## src/rtl/mix_columns_engine.sv

```systemverilog
// AES MixColumns / InvMixColumns engine: captures one 128-bit state, transforms
// COLS_PER_CYCLE columns per cycle into an output register, then holds it for the consumer.
module mix_columns_engine #(
  parameter int COLS_PER_CYCLE = 1,
  parameter bit INV_EN         = 1'b1
) (
  input  logic         clk,
  input  logic         rst,
  input  logic         in_valid,
  output logic         in_ready,
  input  logic [127:0] state_in,
  input  logic         mode_dec,
  output logic         out_valid,
  input  logic         out_ready,
  output logic [127:0] state_out,
  output logic         busy
);

  if (!(COLS_PER_CYCLE == 1 || COLS_PER_CYCLE == 2 || COLS_PER_CYCLE == 4)) begin : g_bad_cols
    $error("mix_columns_engine: COLS_PER_CYCLE must be 1, 2 or 4");
  end

  // With four columns per cycle the step wraps to 0 and the single BUSY cycle ends at 0.
  localparam logic [1:0] CNT_STEP = 2'(COLS_PER_CYCLE);
  localparam logic [1:0] CNT_LAST = 2'(4 - COLS_PER_CYCLE);

  typedef enum logic [1:0] {
    S_IDLE,
    S_BUSY,
    S_DONE
  } state_t;

  state_t        r_state;
  state_t        w_next_state;
  logic [1:0]    r_cnt;
  logic          r_mode;
  logic [127:0]  r_state_in;
  logic [127:0]  r_state_out;
  logic [127:0]  w_next_out;
  logic          w_accept;

  logic [1:0]    w_col_idx [COLS_PER_CYCLE];
  logic [31:0]   w_col_in  [COLS_PER_CYCLE];
  logic [31:0]   w_col_fwd [COLS_PER_CYCLE];
  logic [31:0]   w_col_out [COLS_PER_CYCLE];

  // GF(2^8) arithmetic modulo x^8+x^4+x^3+x+1.
  function automatic logic [7:0] xtime(input logic [7:0] b);
    return {b[6:0], 1'b0} ^ (b[7] ? 8'h1b : 8'h00);
  endfunction

  function automatic logic [7:0] mul9(input logic [7:0] b);
    return xtime(xtime(xtime(b))) ^ b;
  endfunction

  function automatic logic [7:0] mul11(input logic [7:0] b);
    return xtime(xtime(xtime(b))) ^ xtime(b) ^ b;
  endfunction

  function automatic logic [7:0] mul13(input logic [7:0] b);
    return xtime(xtime(xtime(b))) ^ xtime(xtime(b)) ^ b;
  endfunction

  function automatic logic [7:0] mul14(input logic [7:0] b);
    return xtime(xtime(xtime(b))) ^ xtime(xtime(b)) ^ xtime(b);
  endfunction

  function automatic logic [31:0] mix_fwd(input logic [31:0] col);
    logic [7:0] s0, s1, s2, s3;
    logic [7:0] o0, o1, o2, o3;
    s0 = col[7:0];
    s1 = col[15:8];
    s2 = col[23:16];
    s3 = col[31:24];
    o0 = xtime(s0) ^ (xtime(s1) ^ s1) ^ s2 ^ s3;
    o1 = s0 ^ xtime(s1) ^ (xtime(s2) ^ s2) ^ s3;
    o2 = s0 ^ s1 ^ xtime(s2) ^ (xtime(s3) ^ s3);
    o3 = (xtime(s0) ^ s0) ^ s1 ^ s2 ^ xtime(s3);
    return {o3, o2, o1, o0};
  endfunction

  function automatic logic [31:0] mix_inv(input logic [31:0] col);
    logic [7:0] s0, s1, s2, s3;
    logic [7:0] o0, o1, o2, o3;
    s0 = col[7:0];
    s1 = col[15:8];
    s2 = col[23:16];
    s3 = col[31:24];
    o0 = mul14(s0) ^ mul11(s1) ^ mul13(s2) ^ mul9(s3);
    o1 = mul9(s0)  ^ mul14(s1) ^ mul11(s2) ^ mul13(s3);
    o2 = mul13(s0) ^ mul9(s1)  ^ mul14(s2) ^ mul11(s3);
    o3 = mul11(s0) ^ mul13(s1) ^ mul9(s2)  ^ mul14(s3);
    return {o3, o2, o1, o0};
  endfunction

  assign w_accept = (r_state == S_IDLE) && in_valid;

  for (genvar l = 0; l < COLS_PER_CYCLE; l++) begin : g_lane
    assign w_col_idx[l] = r_cnt + 2'(l);
    assign w_col_in[l]  = r_state_in[{w_col_idx[l], 5'b0} +: 32];
    assign w_col_fwd[l] = mix_fwd(w_col_in[l]);
    if (INV_EN) begin : g_inv
      assign w_col_out[l] = r_mode ? mix_inv(w_col_in[l]) : w_col_fwd[l];
    end else begin : g_fwd_only
      assign w_col_out[l] = w_col_fwd[l];
    end
  end

  // NOTE: every always_comb output gets a full default first so no path leaves it unassigned (no latch).
  always_comb begin
    w_next_out = r_state_out;
    for (int l = 0; l < COLS_PER_CYCLE; l++) begin
      w_next_out[{w_col_idx[l], 5'b0} +: 32] = w_col_out[l];
    end
  end

  always_comb begin
    w_next_state = r_state;
    case (r_state)
      S_IDLE:  if (in_valid)          w_next_state = S_BUSY;
      S_BUSY:  if (r_cnt == CNT_LAST) w_next_state = S_DONE;
      S_DONE:  if (out_ready)         w_next_state = S_IDLE;
      default:                        w_next_state = S_IDLE;
    endcase
  end

  // NOTE: sequential state uses non-blocking assignments so every register samples pre-edge values.
  always_ff @(posedge clk) begin
    if (rst) begin
      r_state     <= S_IDLE;
      r_cnt       <= 2'd0;
      r_mode      <= 1'b0;
      r_state_out <= '0;
    end else begin
      r_state <= w_next_state;
      if (w_accept) begin
        r_cnt  <= 2'd0;
        r_mode <= INV_EN ? mode_dec : 1'b0;
      end else if (r_state == S_BUSY) begin
        r_cnt       <= r_cnt + CNT_STEP;
        r_state_out <= w_next_out;
      end
    end
  end

  // NOTE: the captured input is pure data qualified by the FSM, so it carries no reset.
  always_ff @(posedge clk) begin
    if (w_accept) begin
      r_state_in <= state_in;
    end
  end

  assign in_ready  = (r_state == S_IDLE);
  assign out_valid = (r_state == S_DONE);
  assign busy      = (r_state != S_IDLE);
  assign state_out = r_state_out;

endmodule

```

## config.mk

```make
export PLATFORM = sky130hd
export DESIGN_NAME = mix_columns_engine
export DESIGN_NICKNAME = d
export VERILOG_FILES = /design/src/rtl/mix_columns_engine.sv
export SDC_FILE = /design/constraint.sdc
export NUM_CORES = 1
export LEC_CHECK = 0
export BUFFER_PORTS_ARGS = -buffer_cell sky130_fd_sc_hd__buf_2
export CORE_AREA = 4 4 219 114
export DETAILED_ROUTE_END_ITERATION = 12
export DIE_AREA = 0 0 223 118
export PLACE_DENSITY = 0.74
export SYNTH_ARGS = -nofsm -noshare
export SYNTH_HDL_FRONTEND = slang
export SYNTH_SLANG_ARGS = --single-unit
```

## constraint.sdc

```tcl
create_clock -name clk -period 4.5 [get_ports clk]
set_clock_uncertainty 0.15 [all_clocks]
set_input_delay 0.225 -clock clk [delete_from_list [all_inputs] [get_ports clk]]
set_output_delay 0.225 -clock clk [all_outputs]
set_load 0.03 [all_outputs]
```

==> metrics.txt, run 1 <==
Tightest Pin Transition roughly 1.1 ns; die area 26310 sq um; maxcap violations 0; grt total ovfl 0; Chip Height roughly 120 um; Core Region 22790 sq um; sw frac 0.3123; DRT iter0 DRCs 638; most used cell, CP xnor2_1; placed inst area ~13000 sq um; Clock H-tree levels 1; Power Total about 7 mW; vias 8157; die width between 200 and 250 um; Required @ worst endpoint about 4.8 ns; final WL 32770 um; Final ANT Viol Nets 0; Crit-path slowest cell mux4_2; RSZ-0062 raised after global routing no; Tot GR Track Use 0.2420; peak supply drop 203.7 uV; number of buffers created by CTS 23; ys flop type dfxtp_1; dpl hpwl roughly 23000 um; worst-path fanout max 18; distinct cell type count after synthesis 37; Mean Syn Cell Area roughly 14 sq um; Switch Pwr 2.191 mW; Tmin final between 3 and 4 ns; critical path arrival between 4 and 5 ns; post-cts resize count 0; Max Root-Sink Buffers 3; Fmax between 0.2 and 0.3 GHz; Routed wire per std cell ~21 um; Largest stage delay, worst path 0.66 ns; Final Max Tran Viols 0; Final #Nets 1345; pwr dens 463.9 nW/um^2; vias in the first global route between 8000 and 9000; Ports approximately 260; WS Path Type register to register; sequential area share after synthesis 0.5705; crit-path cells buf_4, mux4_2, xnor2_2, xnor2_1, xor3_1, xnor2_1, nand2_1, xnor2_1, a22o_1; mapped cell area about 11000 sq um; Final Cell Area roughly 15000 sq um; Pre-antenna DRT Iters 5; clock transition at the registers of the reported paths ~0.070 ns; Worst-Skew Late Latency 0.52 ns; Reg2Reg Depth 9; Buffers on Ports approximately 260; largest net degree at the start of global routing 85; area growth from synthesis to layout 32.59%; Tightest Hold Check Type input port to register; outcome completed; Leak 6.173 nW; Fin Setup TNS 0 ns; root buf cell clkbuf_16; Finish-stage setup viols 0; Syn. warnings 0; row count 39; Comb power frac 0.324; hold path depth 2; first-pass GRT wire length approximately 50000 um; CTS tree done; Crit. End Element register; Synthesized Nets between 900 and 1000; Post-Synthesis Cells 820; vias per inst approximately 5.3; Clock power frac 0.297; Slew headroom 0.2379; Seq pwr share 0.379; CP Launch Type register; Starting Density 0.5005; Post-synth EDFFs around 130; Hold Vio Cnt, Final 0; initial antenna violation count 2; gp weighted congestion around 0.95; Synth Register Bits approximately 260; crit share post-route 0.8763; cell-internal power 4.824 mW; clock sinks 261; number of post-CTS setup repair buffers 0; Post-route DRC 0; layout cells sized above 1 0.3055; # hold bufs at CTS approximately 130; post-synthesis async set-or-reset flop share 0
[metrics by stage]
| step | cells | setup slack, ns | utilization | hold WS (ns) |
|---|---|---|---|---|
| final | 1529 | 0.5568 | 0.6636 | 0.2645 |
| after global routing | 1529 | 0.3918 | 0.6636 | 0.2468 |
| after CTS | 1528 | 0.5834 | 0.6635 | 0.2410 |
| after detailed placement | 1355 | 0.6088 | 0.5706 | 0.2531 |
| after global placement | 1355 | 0.6387 | 0.5706 | 0.2519 |
| after floorplan | 820 | 1.183 | - | 0.1739 |
[layout by cell type (no fill, tap or decap), types with 3 or more instances in the layout]
| cell type | count |
|---|---|
| xor2_1 | 30 |
| clkinv_1 | 4 |
| clkbuf_8 | 4 |
| buf_2 | 263 |
| a22o_1 | 64 |
| dlygate4sd3_1 | 133 |
| nor2_1 | 59 |
| clkbuf_1 | 4 |
| buf_4 | 18 |
| mux2i_1 | 5 |
| nand2b_1 | 5 |
| dfxtp_1 | 131 |
| a21oi_1 | 9 |
| bufinv_16 | 4 |
| xnor3_1 | 16 |
| ha_1 | 6 |
| xor2_2 | 4 |
| nand2_1 | 33 |
| o21ai_0 | 17 |
| mux4_2 | 32 |
| nor2b_1 | 7 |
| xnor2_2 | 15 |
| xor3_1 | 3 |
| inv_1 | 6 |
| a22oi_1 | 50 |
| edfxtp_1 | 128 |
| clkbuf_16 | 23 |
| xnor2_1 | 130 |
[worst paths after layout]
path / start / end / slack (ns)
setup / recovery: r_cnt[0] / state_out[4] / 0.56
hold / removal: state_in[65] / r_state_in[65] / 0.26
setup reg to reg: r_cnt[0] / state_out[4] / 0.56
hold reg to reg: state_out[117] / state_out[117] / 0.30
[cells in the mapped netlist (5+ instances only)]
cell type	number	area, sq um
a21oi_1	10	50.05
a22o_1	64	560.5
a22oi_1	50	375.4
buf_1	5	18.77
buf_2	8	40.04
buf_4	9	67.56
clkbuf_1	29	108.9
dfxtp_1	133	2663
edfxtp_1	128	3844
ha_1	6	75.07
inv_1	6	22.52
mux2i_1	5	50.05
mux4_2	32	720.7
nand2_1	33	123.9
nand2b_1	5	31.28
nor2_1	59	221.5
nor2b_1	7	43.79
o21ai_0	17	85.08
xnor2_1	130	1139
xnor2_2	15	244.0
xnor3_1	16	360.4
xor2_1	30	262.8
[sequential cells by signal (all words and copies together) (netlist names)]
register	flops
r_state	2
r_state_in	128
state_out	128
r_mode	1
r_cnt	2
[power by group through the flow]
| stage | registers (mW) | clock network, mW | logic, mW |
|---|---|---|---|
| 5_1_grt | 2.66 | 2.22 | 2.40 |
| 3_5_place_dp | 2.71 | 0 | 2.15 |
| 6_report | 2.66 | 2.08 | 2.27 |
| 3_3_place_gp | 2.70 | 0 | 2.12 |
| 2_1_floorplan | 2.77 | 0 | 1.50 |
| 4_1_cts | 2.66 | 2.11 | 2.25 |
[logic make-up (layout without fill, tap and decap cells)]
group	Yosys count	count (layout)	synth area share
DFF	261	261	0.5705
AOI/OAI and AO/OA	143	143	0.09501
and+or+nand+nor	113	113	0.04213
other	0	1	0
buffers and inverters	60	461	0.02589
xor gates and xnor gates	200	200	0.1923
adders and majority gates	6	6	0.006582
muxes	37	37	0.06758
[layer usage]
metal	up-vias	GRT usage	part of all wire
met2	311	0.3878	0.47
met5	-	0	0.00040
li1	3721	-	-
met3	69	0.04834	0.062
met4	2	0.06772	0.027
met1	4054	0.3380	0.44
[layout make-up]
cell class,instances,area [sq um]
Fill cell,1636,7666
Sequential cell,261,6509
Tap cell,307,384.1
Multi-Input combinational cell,499,4616
Timing Repair Buffer,415,2803
Clock buffer,31,645.6
Antenna cell,1,2.502
Clock inverter,9,140.1
Inverter,6,22.52
[worst max-delay path, delay by kind of cell (launching register included)]
family / cells / cell delay [ns]
AO/OA/AOI/OAI: 1 / 0.23
buffers and inverters: 1 / 0.32
AND/OR/NAND/NOR: 1 / 0.15
multiplexers: 1 / 0.66
flip-flops: 1 / 0.32
XOR/XNOR: 5 / 2.03
(Power assumes the default switching activity.)
==> inputs of run 2 (changes only) <==
Settings changed: BUFFER_PORTS_ARGS -buffer_cell sky130_fd_sc_hd__buf_2 to -buffer_cell sky130_fd_sc_hd__buf_4.
==> run 2 against run 1 <==
Total power fell by 1.2%. Critical path depth rose by 1. Sequential power barely moved. Sequential cell count did not move. Final cell count fell by 0.13%. Fmax fell by 2.0%. Non-clock buffer count fell by 4. Worst setup slack got worse by 0.081 ns. Die area did not move. First-iteration DRC count rose by 18%. Register-to-register slack got worse by 0.08 ns. Via count fell by 0.74%. Critical path type unchanged. Largest power group unchanged.
==> metrics.txt, run 2 (synthesis results as in run 1) <==
Crit. End Element register; initial antenna violation count 4; Tightest Pin Transition between 1 and 1.5 ns; met2 wire len ~16000 um; root buf cell clkbuf_16; Finish-stage setup viols 0; Clock H-tree levels 1; Chip Height around 120 um; met1 WL between 10000 and 15000 um; outcome completed; cell-internal power about 4.7 mW; Final ANT Viol Nets 0; die area between 20000 and 30000 sq um; Comb power frac 0.333; post-cts resize count 0; clock sinks roughly 260; pwr dens approximately 440 nW/um^2; Seq pwr share 0.384; RSZ-0062 raised after global routing no; Required @ worst endpoint roughly 4.8 ns; CP top delay family XOR/XNOR gates; crit-path cells buf_12, buf_4, mux4_2, xor2_1, xor2_2, xnor3_1, nand2_1, xor2_2, xnor2_1, a22o_1; dpl hpwl roughly 23000 um; final WL between 30000 and 40000 um; Crit-path slowest cell mux4_2; row count 39; maxcap violations 0; Reg2Reg Depth 10; CP Launch Type register; grt total ovfl 0; Core Region about 23000 sq um; Worst Hold End state_out[8]; Worst-Skew Late Latency 0.52 ns; largest net degree at the start of global routing 66; Hold Vio Cnt, Final 0; Tot GR Track Use 0.2430; Final #Nets about 1300; Clock power frac 0.282; worst r2r src r_cnt[0]; most used cell, CP xor2_2; Switch Pwr ~2.2 mW; Buffers on Ports roughly 260; worst-path fanout max 21; worst reg2reg path endpoint state_out[14]; vias 8097; WS Path Type register to register; hold path start rst; layout cells sized above 1 0.3095; first-pass GRT wire length 49710 um; crit share post-route 0.8944; Power Total a little under 7 mW; gp weighted congestion ~0.90; Final Cell Area roughly 16000 sq um; Slew headroom 0.2573; reg2reg setup slack between 0.4 and 0.5 ns; number of buffers and inverters on the critical path 2; die width around 220 um; Leak roughly 6.2 nW; CTS tree done; Tmin final approximately 4 ns; critical path arrival between 4 and 5 ns; area growth from synthesis to layout 37.66%; Fmax 0.2485 GHz; Fin Setup TNS 0 ns; Critical Path Source r_cnt[0]; placed insts approximately 1400; Final Max Tran Viols 0; Ports about 260; Starting Density 0.5005; sw frac 0.3180; number of buffers created by CTS 23; clock transition at the registers of the reported paths about 0.070 ns; Largest stage delay, worst path 0.62 ns; Max Root-Sink Buffers 3; post-layout util 0.6890; Max Used Layer met4; metal3 WL between 2000 and 2500 um; vias per inst 5.303; Tightest Hold Check Type input port to register; placed inst area roughly 14000 sq um; most common cell after layout, fill and taps aside buf_4; hold path depth 2; peak supply drop about 270 uV; Pre-antenna DRT Iters 5; DRT iter0 DRCs between 700 and 800; Post-Layout Cell Count ~1500; Post-route DRC 0; Routed wire per std cell ~22 um; most frequent cells in the layout buf_4, dlygate4sd3_1, dfxtp_1; vias in the first global route approximately 8300
## run 2: final cells by class
cell class              instances  area, sq um
multi-input cells             499         4616
well taps                     307        384.1
clock buffers                  25        603.1
inverters                       6        22.52
diodes                          5        12.51
repair buffers                411         3426
fillers                      1584         7088
flip-flops and latches        261         6509
clock inverters                13        127.6
## run 2: metal layers
layer | vias up | GRT usage
li1 | 3727 | -
met1 | 4036 | 0.3360
met3 | 36 | 0.05034
met2 | 298 | 0.4000
met5 | - | 0
met4 | 0 | 0.05194
## run 2: per-stage QoR
step	setup WS (ns)	hold slack, ns
after floorplan	1.183	0.1739
after global placement	0.4317	0.2539
after detailed placement	0.4578	0.2543
after CTS	0.4293	0.03357
after global routing	0.2012	0.05669
final	0.4753	0.04636
## run 2: worst max path at each step
stage                               end  slack, ns  depth (start not counted)
after global placement    state_out[14]       0.43                         10
final                     state_out[14]       0.48                         10
after floorplan            state_out[4]       1.18                         10
after global routing      state_out[14]       0.20                         10
after CTS                 state_out[14]       0.43                         10
after detailed placement  state_out[14]       0.46                         10
## run 2: timing repair
item                                   CTS  global route
hold buffers                           131             0
buffers inserted                         0             0
endpoints found under the hold margin  132             0
## run 2: power by group through the flow
stage               Sequential, mW  Combinational (mW)  Clock [mW]
CTS                           2.66                2.29        1.98
detailed placement            2.72                2.19           0
floorplan                     2.77                1.50           0
global route                  2.67                2.44        2.10
global placement              2.71                2.17           0
finish                        2.66                2.31        1.96
